===== config.mk =====
export PLATFORM = sky130hd
export DESIGN_NAME = div_rem_unit
export DESIGN_NICKNAME = d
export VERILOG_FILES = /design/src/rtl/div_rem_unit.sv
export SDC_FILE = /design/constraint.sdc
export NUM_CORES = 1
export LEC_CHECK = 0
export ABC_AREA = 0
export CAP_MARGIN = 20
export CORE_ASPECT_RATIO = 0.8
export CORE_UTILIZATION = 25
export CTS_BUF_LIST = sky130_fd_sc_hd__clkbuf_16
export DETAILED_ROUTE_END_ITERATION = 10
export DONT_BUFFER_PORTS = 1
export PLACE_DENSITY = 0.5
export SLEW_MARGIN = 30
export SYNTH_ARGS = -nofsm -noshare
export SYNTH_HDL_FRONTEND = slang
export SYNTH_SLANG_ARGS = --single-unit

===== constraint.sdc =====
create_clock -name CLK -period 8.6 [get_ports CLK]
set_input_delay 0.43 -clock CLK [delete_from_list [all_inputs] [get_ports CLK]]
set_output_delay 0.43 -clock CLK [all_outputs]
set_load 0.05 [all_outputs]

===== src/rtl/div_rem_unit.sv =====
// Iterative restoring radix-2 divide/remainder unit (DIV, DIVU, REM, REMU), one quotient bit per cycle.
// Optional macro DIV_REM_EARLY_OUT_EN: divide-by-zero, signed overflow and |DATA2|>|DATA1| skip the iterations.
module div_rem_unit #(
  parameter int XLEN  = 32,
  parameter int CNT_W = 6
) (
  input  logic            CLK,
  input  logic            RESET_N,
  input  logic            START,
  input  logic            FLUSH,
  input  logic [1:0]      SELECT,
  input  logic [XLEN-1:0] DATA1,
  input  logic [XLEN-1:0] DATA2,
  output logic            BUSY,
  output logic            DONE,
  output logic [XLEN-1:0] RESULT
);

  typedef enum logic [1:0] {S_IDLE, S_CALC, S_FIN} state_e;

  state_e           state_q;
  logic             rem_op_q;
  logic             sgn_a_q, sgn_b_q;
  logic             dz_q, ovf_q, early_q;
  logic [XLEN-1:0]  a_raw_q;
  logic [XLEN-1:0]  quot_q, rem_q, dvs_q;
  logic [CNT_W-1:0] cnt_q;
  logic             busy_q, done_q;
  logic [XLEN-1:0]  res_q;

  // Operand preparation at acceptance
  logic            is_signed, a_neg, b_neg, dz, ovf;
  logic [XLEN-1:0] a_mag, b_mag;

  always_comb begin
    is_signed = ~SELECT[0];
    a_neg     = is_signed & DATA1[XLEN-1];
    b_neg     = is_signed & DATA2[XLEN-1];
    a_mag     = a_neg ? (~DATA1 + 1'b1) : DATA1;
    b_mag     = b_neg ? (~DATA2 + 1'b1) : DATA2;
    dz        = (DATA2 == '0);
    ovf       = is_signed && (DATA1 == {1'b1, {(XLEN-1){1'b0}}}) && (DATA2 == '1);
  end

  // One restoring step; rem_q < divisor keeps the 33-bit difference sign-correct
  logic [XLEN:0]   shifted, diff;
  logic [XLEN-1:0] rem_d, quot_d;

  always_comb begin
    shifted = {rem_q, quot_q[XLEN-1]};
    diff    = shifted - {1'b0, dvs_q};
    if (!diff[XLEN]) begin
      rem_d  = diff[XLEN-1:0];
      quot_d = {quot_q[XLEN-2:0], 1'b1};
    end else begin
      rem_d  = shifted[XLEN-1:0];
      quot_d = {quot_q[XLEN-2:0], 1'b0};
    end
  end

  // Sign correction plus the architecturally mandated special cases
  logic [XLEN-1:0] q_fix, r_fix, fin_res;

  always_comb begin
    q_fix = (sgn_a_q ^ sgn_b_q) ? (~quot_q + 1'b1) : quot_q;
    r_fix = sgn_a_q ? (~rem_q + 1'b1) : rem_q;
    if (dz_q)
      fin_res = rem_op_q ? a_raw_q : '1;
    else if (ovf_q)
      fin_res = rem_op_q ? '0 : {1'b1, {(XLEN-1){1'b0}}};
    else
      fin_res = rem_op_q ? r_fix : q_fix;
  end

  always_ff @(posedge CLK or negedge RESET_N) begin
    if (!RESET_N) begin
      state_q  <= S_IDLE;
      rem_op_q <= 1'b0;
      sgn_a_q  <= 1'b0;
      sgn_b_q  <= 1'b0;
      dz_q     <= 1'b0;
      ovf_q    <= 1'b0;
      early_q  <= 1'b0;
      a_raw_q  <= '0;
      quot_q   <= '0;
      rem_q    <= '0;
      dvs_q    <= '0;
      cnt_q    <= '0;
      busy_q   <= 1'b0;
      done_q   <= 1'b0;
      res_q    <= '0;
    end else begin
      done_q <= 1'b0;
      case (state_q)
        S_IDLE: begin
          if (START && !FLUSH) begin
            rem_op_q <= SELECT[1];
            sgn_a_q  <= a_neg;
            sgn_b_q  <= b_neg;
            dz_q     <= dz;
            ovf_q    <= ovf;
            a_raw_q  <= DATA1;
            quot_q   <= a_mag;
            rem_q    <= '0;
            dvs_q    <= b_mag;
            cnt_q    <= CNT_W'(XLEN);
            early_q  <= 1'b0;
            busy_q   <= 1'b1;
            state_q  <= S_CALC;
`ifdef DIV_REM_EARLY_OUT_EN
            // A single non-iterating CALC cycle lands DONE two cycles after START
            if (dz || ovf || (b_mag > a_mag)) begin
              early_q <= 1'b1;
              cnt_q   <= CNT_W'(1);
              quot_q  <= '0;
              rem_q   <= a_mag;
            end
`endif
          end
        end
        S_CALC: begin
          if (FLUSH) begin
            busy_q  <= 1'b0;
            state_q <= S_IDLE;
          end else begin
            if (!early_q) begin
              rem_q  <= rem_d;
              quot_q <= quot_d;
            end
            cnt_q <= cnt_q - 1'b1;
            if (cnt_q == CNT_W'(1)) state_q <= S_FIN;
          end
        end
        S_FIN: begin
          busy_q  <= 1'b0;
          state_q <= S_IDLE;
          if (!FLUSH) begin
            res_q  <= fin_res;
            done_q <= 1'b1;
          end
        end
        default: begin
          busy_q  <= 1'b0;
          state_q <= S_IDLE;
        end
      endcase
    end
  end

  assign BUSY   = busy_q;
  assign DONE   = done_q;
  assign RESULT = res_q;

endmodule


==> impl_metrics.toml <==
[timing]
fmax_ghz = 0.2759
slew_violations = 0
max_slew_margin = 0.3108
finalCritPeriodShare = 0.4215
worst_slew_pin_slew_ps = 1034
period_minus_slack_ps = 3625
hold_viol = 0
setup_tns_ps = 0
setup_violations = 0
rsz0062_at_grt = "no"
skew_ps = 18.09
hold_slack_ps = 47.24

[final_layout]
fillCellCount = 5129
nets = 1588
areaGrowthSynthToFinish_pct = 9.830
diodes = 0
drive_above_1_share = 0.05366

[logic_synthesis]
yosysUniqueCellTypes = 69
synth_cells = 1524
synth_edf_count = 0
syn-num-nets = 1634
synth.avg_cell_area_um2 = 7.977
yosys_warnings = 0
async_reset_ff_frac = 1.000
ys_seq_area_frac = 0.3602
syn-cell-area_um2 = 12160
synth_top_flop_cell = "dfrtp_1"
ys_seq_elements = 175

[place]
numPortBuffers = 0
place_congestion = 0.8408
hpwl_um = 30820

[setup_path]
crit_path_cell_trace = "inv_1, ha_1, fa_1, nand2b_1, a21oi_1, o211ai_1, and3_1, nor3_1, a211o_1, buf_4, or2_0, o21ai_0"
crit_slowest_cell = "buf_4"
cpPeakStageDelay_ps = 440
reg2reg_slack_ps = 4980
path_buf_inv = 2
path_max_fanout = 34
critPathKind = "reg2reg"
crit_path_end_kind = "flop"
worstPathRequired_ps = 8920
worstSetupStartpointType = "flop"
crit_arrival_ps = 3940
path_delay_family = "simple AND/OR/NAND/NOR gates"

[pwr]
vdd_ir_drop_max_mv = 0.1494
internal_power_mw = 1.685
seqPwrFrac = 0.424
p_leak_nw = 5.722
combPwrFrac = 0.316
p_sw_frac = 0.4111
switchingPower_mw = 1.177
clock_power_share = 0.260
p_per_area_nw_per_um2 = 214.4

[global_route]
antenna_found_initial = 1
grtUsageMet3 = 0.04520
grt_pass1_vias = 10370
grtUsageTotal = 0.1648
met2_usage = 0.2430
grt_pass1_wl_um = 63030
overflow = 0
grt_max_degree = 176
grt_util_met1 = 0.2371
busiest_layer = "met2"

[clock_network]
cts_buffers = 17
insertion_delay_ps = 450
clock-root-buffer = "clkbuf_16"
post_cts_resized = 0
clk_pin_slew_ps = 80
clock_sinks = 175
hold_buffers = 1
htreeDepth = 4
cts_setup_buffers = 0
clockBufferDepth = 2
cts_tree = "done"

[routing]
post_drt_wl_per_cell_um = 19.25
totalWireLength_um = 40640
drcViolationCount = 0
dr.pass1.iters = 5
vias = 10820
viasPerCell = 5.123
drtAntennaViolNets = 0
drtIter0Drc = 1083

[die]
start_util = 0.2558
core.rowCount = 71
ios = 104
fp.dieW_um = 248.5
dieArea_um2 = 49520
core_um2 = 47530
die_y_um = 199.2

[run_status]
outcome = "finished clean"

[flow_run]
cap_violations = 0

[worst_hold_path]
hold_class = "in2reg"
==> worst paths after layout <==
path,cells past startpoint,endpoint,startpoint
max in group asynchronous,3,dvs_q[9],RESET_N
worst min-delay path,1,state_q[0],FLUSH
worst max register to register,12,rem_q[29],quot_q[31]
worst min register to register,2,a_raw_q[25],a_raw_q[25]
min in group asynchronous,2,RESULT[13],RESET_N
worst max-delay path,12,rem_q[29],quot_q[31]
==> worst reg2reg max path: cells and delay by family (launching register included) <==
kind / cells / cell delay [ps]
and+or+nand+nor: 4 / 1200
AOI/OAI and AO/OA: 4 / 820
adders and majority gates: 2 / 620
buffers and inverters: 2 / 520
DFF: 1 / 330
==> cell type report <==
class / count / area [um^2] / share of cell area
Sequential cell: 175 / 4380 / 0.3281
Timing Repair Buffer: 16 / 162.7 / 0.01218
Tap cell: 620 / 775.7 / 0.05810
Clock buffer: 17 / 425.4 / 0.03186
Multi-Input combinational cell: 1206 / 7262 / 0.5439
Clock inverter: 15 / 112.6 / 0.008434
Inverter: 62 / 232.7 / 0.01743
==> state kept, by name, summed over array words and instances, names as in the netlist <==
signal    cells
dz_q          1
BUSY          1
sgn_a_q       1
RESULT       32
rem_q        32
sgn_b_q       1
ovf_q         1
quot_q       32
cnt_q         6
DONE          1
rem_op_q      1
a_raw_q      32
state_q       2
dvs_q        32
==> synth_stat cells (13+ instances only) <==
master	instances	area, um^2
o22ai_1	13	81.33
nand2b_1	20	125.1
mux2i_1	24	240.2
nor3_1	31	155.2
dfrtp_1	175	4379
nand3_1	21	105.1
xor2_1	59	516.8
nor2_1	105	394.1
or3_1	16	100.1
o31ai_1	17	127.6
nor4_1	15	93.84
nand2_1	262	983.4
o211ai_1	16	120.1
a21oi_1	112	560.5
clkbuf_1	68	255.2
xnor2_1	85	744.5
a31oi_1	23	143.9
ha_1	39	488.0
inv_1	60	225.2
o21ai_0	191	955.9
==> metal layers <==
layer	up-vias	wire, um
met1	5263	20090
met2	256	17270
met5	-	0
met3	23	2864
li1	5273	-
met4	0	420
==> kinds of logic (layout without fill, tap and decap cells) <==
| kind of cell | after synthesis | after routing | synth area share |
|---|---|---|---|
| compound gates | 452 | 452 | 0.2204 |
| xor+xnor | 144 | 144 | 0.1037 |
| fa+ha+maj | 40 | 40 | 0.04179 |
| buf+inv | 143 | 110 | 0.04446 |
| flops | 175 | 175 | 0.3602 |
| mux | 34 | 34 | 0.02902 |
| simple gates | 536 | 536 | 0.2004 |
==> layout by cell type (no fill, tap or decap), types with 21 or more instances in the layout <==
| cell type | n |
|---|---|
| a31oi_1 | 23 |
| inv_1 | 62 |
| a21oi_1 | 112 |
| nand2_1 | 262 |
| xor2_1 | 59 |
| nor2_1 | 103 |
| nor3_1 | 30 |
| o21ai_0 | 191 |
| dfrtp_1 | 174 |
| nand3_1 | 21 |
| ha_1 | 39 |
| xnor2_1 | 85 |
| mux2i_1 | 24 |
==> per-stage QoR <==
step	util	area [um^2]	cells	power [mW]	setup WS [ps]
6_report	0.2809	13350	2111	2.862	4975
5_1_grt	0.2809	13350	2111	3.044	4653
4_1_cts	0.2800	13310	2109	2.877	5006
3_5_place_dp	0.2681	12740	2076	2.106	5026
3_3_place_gp	0.2681	12740	2076	2.100	5086
2_1_floorplan	-	12160	1524	1.826	5634
==> power groups by stage <==
stage / Sequential [mW] / Clock [mW] / Combinational, mW
after floorplan: 1.15 / 0 / 0.677
after global placement: 1.22 / 0 / 0.877
after detailed placement: 1.23 / 0 / 0.878
after CTS: 1.21 / 0.765 / 0.902
after global routing: 1.24 / 0.791 / 1.02
final: 1.21 / 0.745 / 0.905
Note: power is estimated with default switching activity, not from simulation.
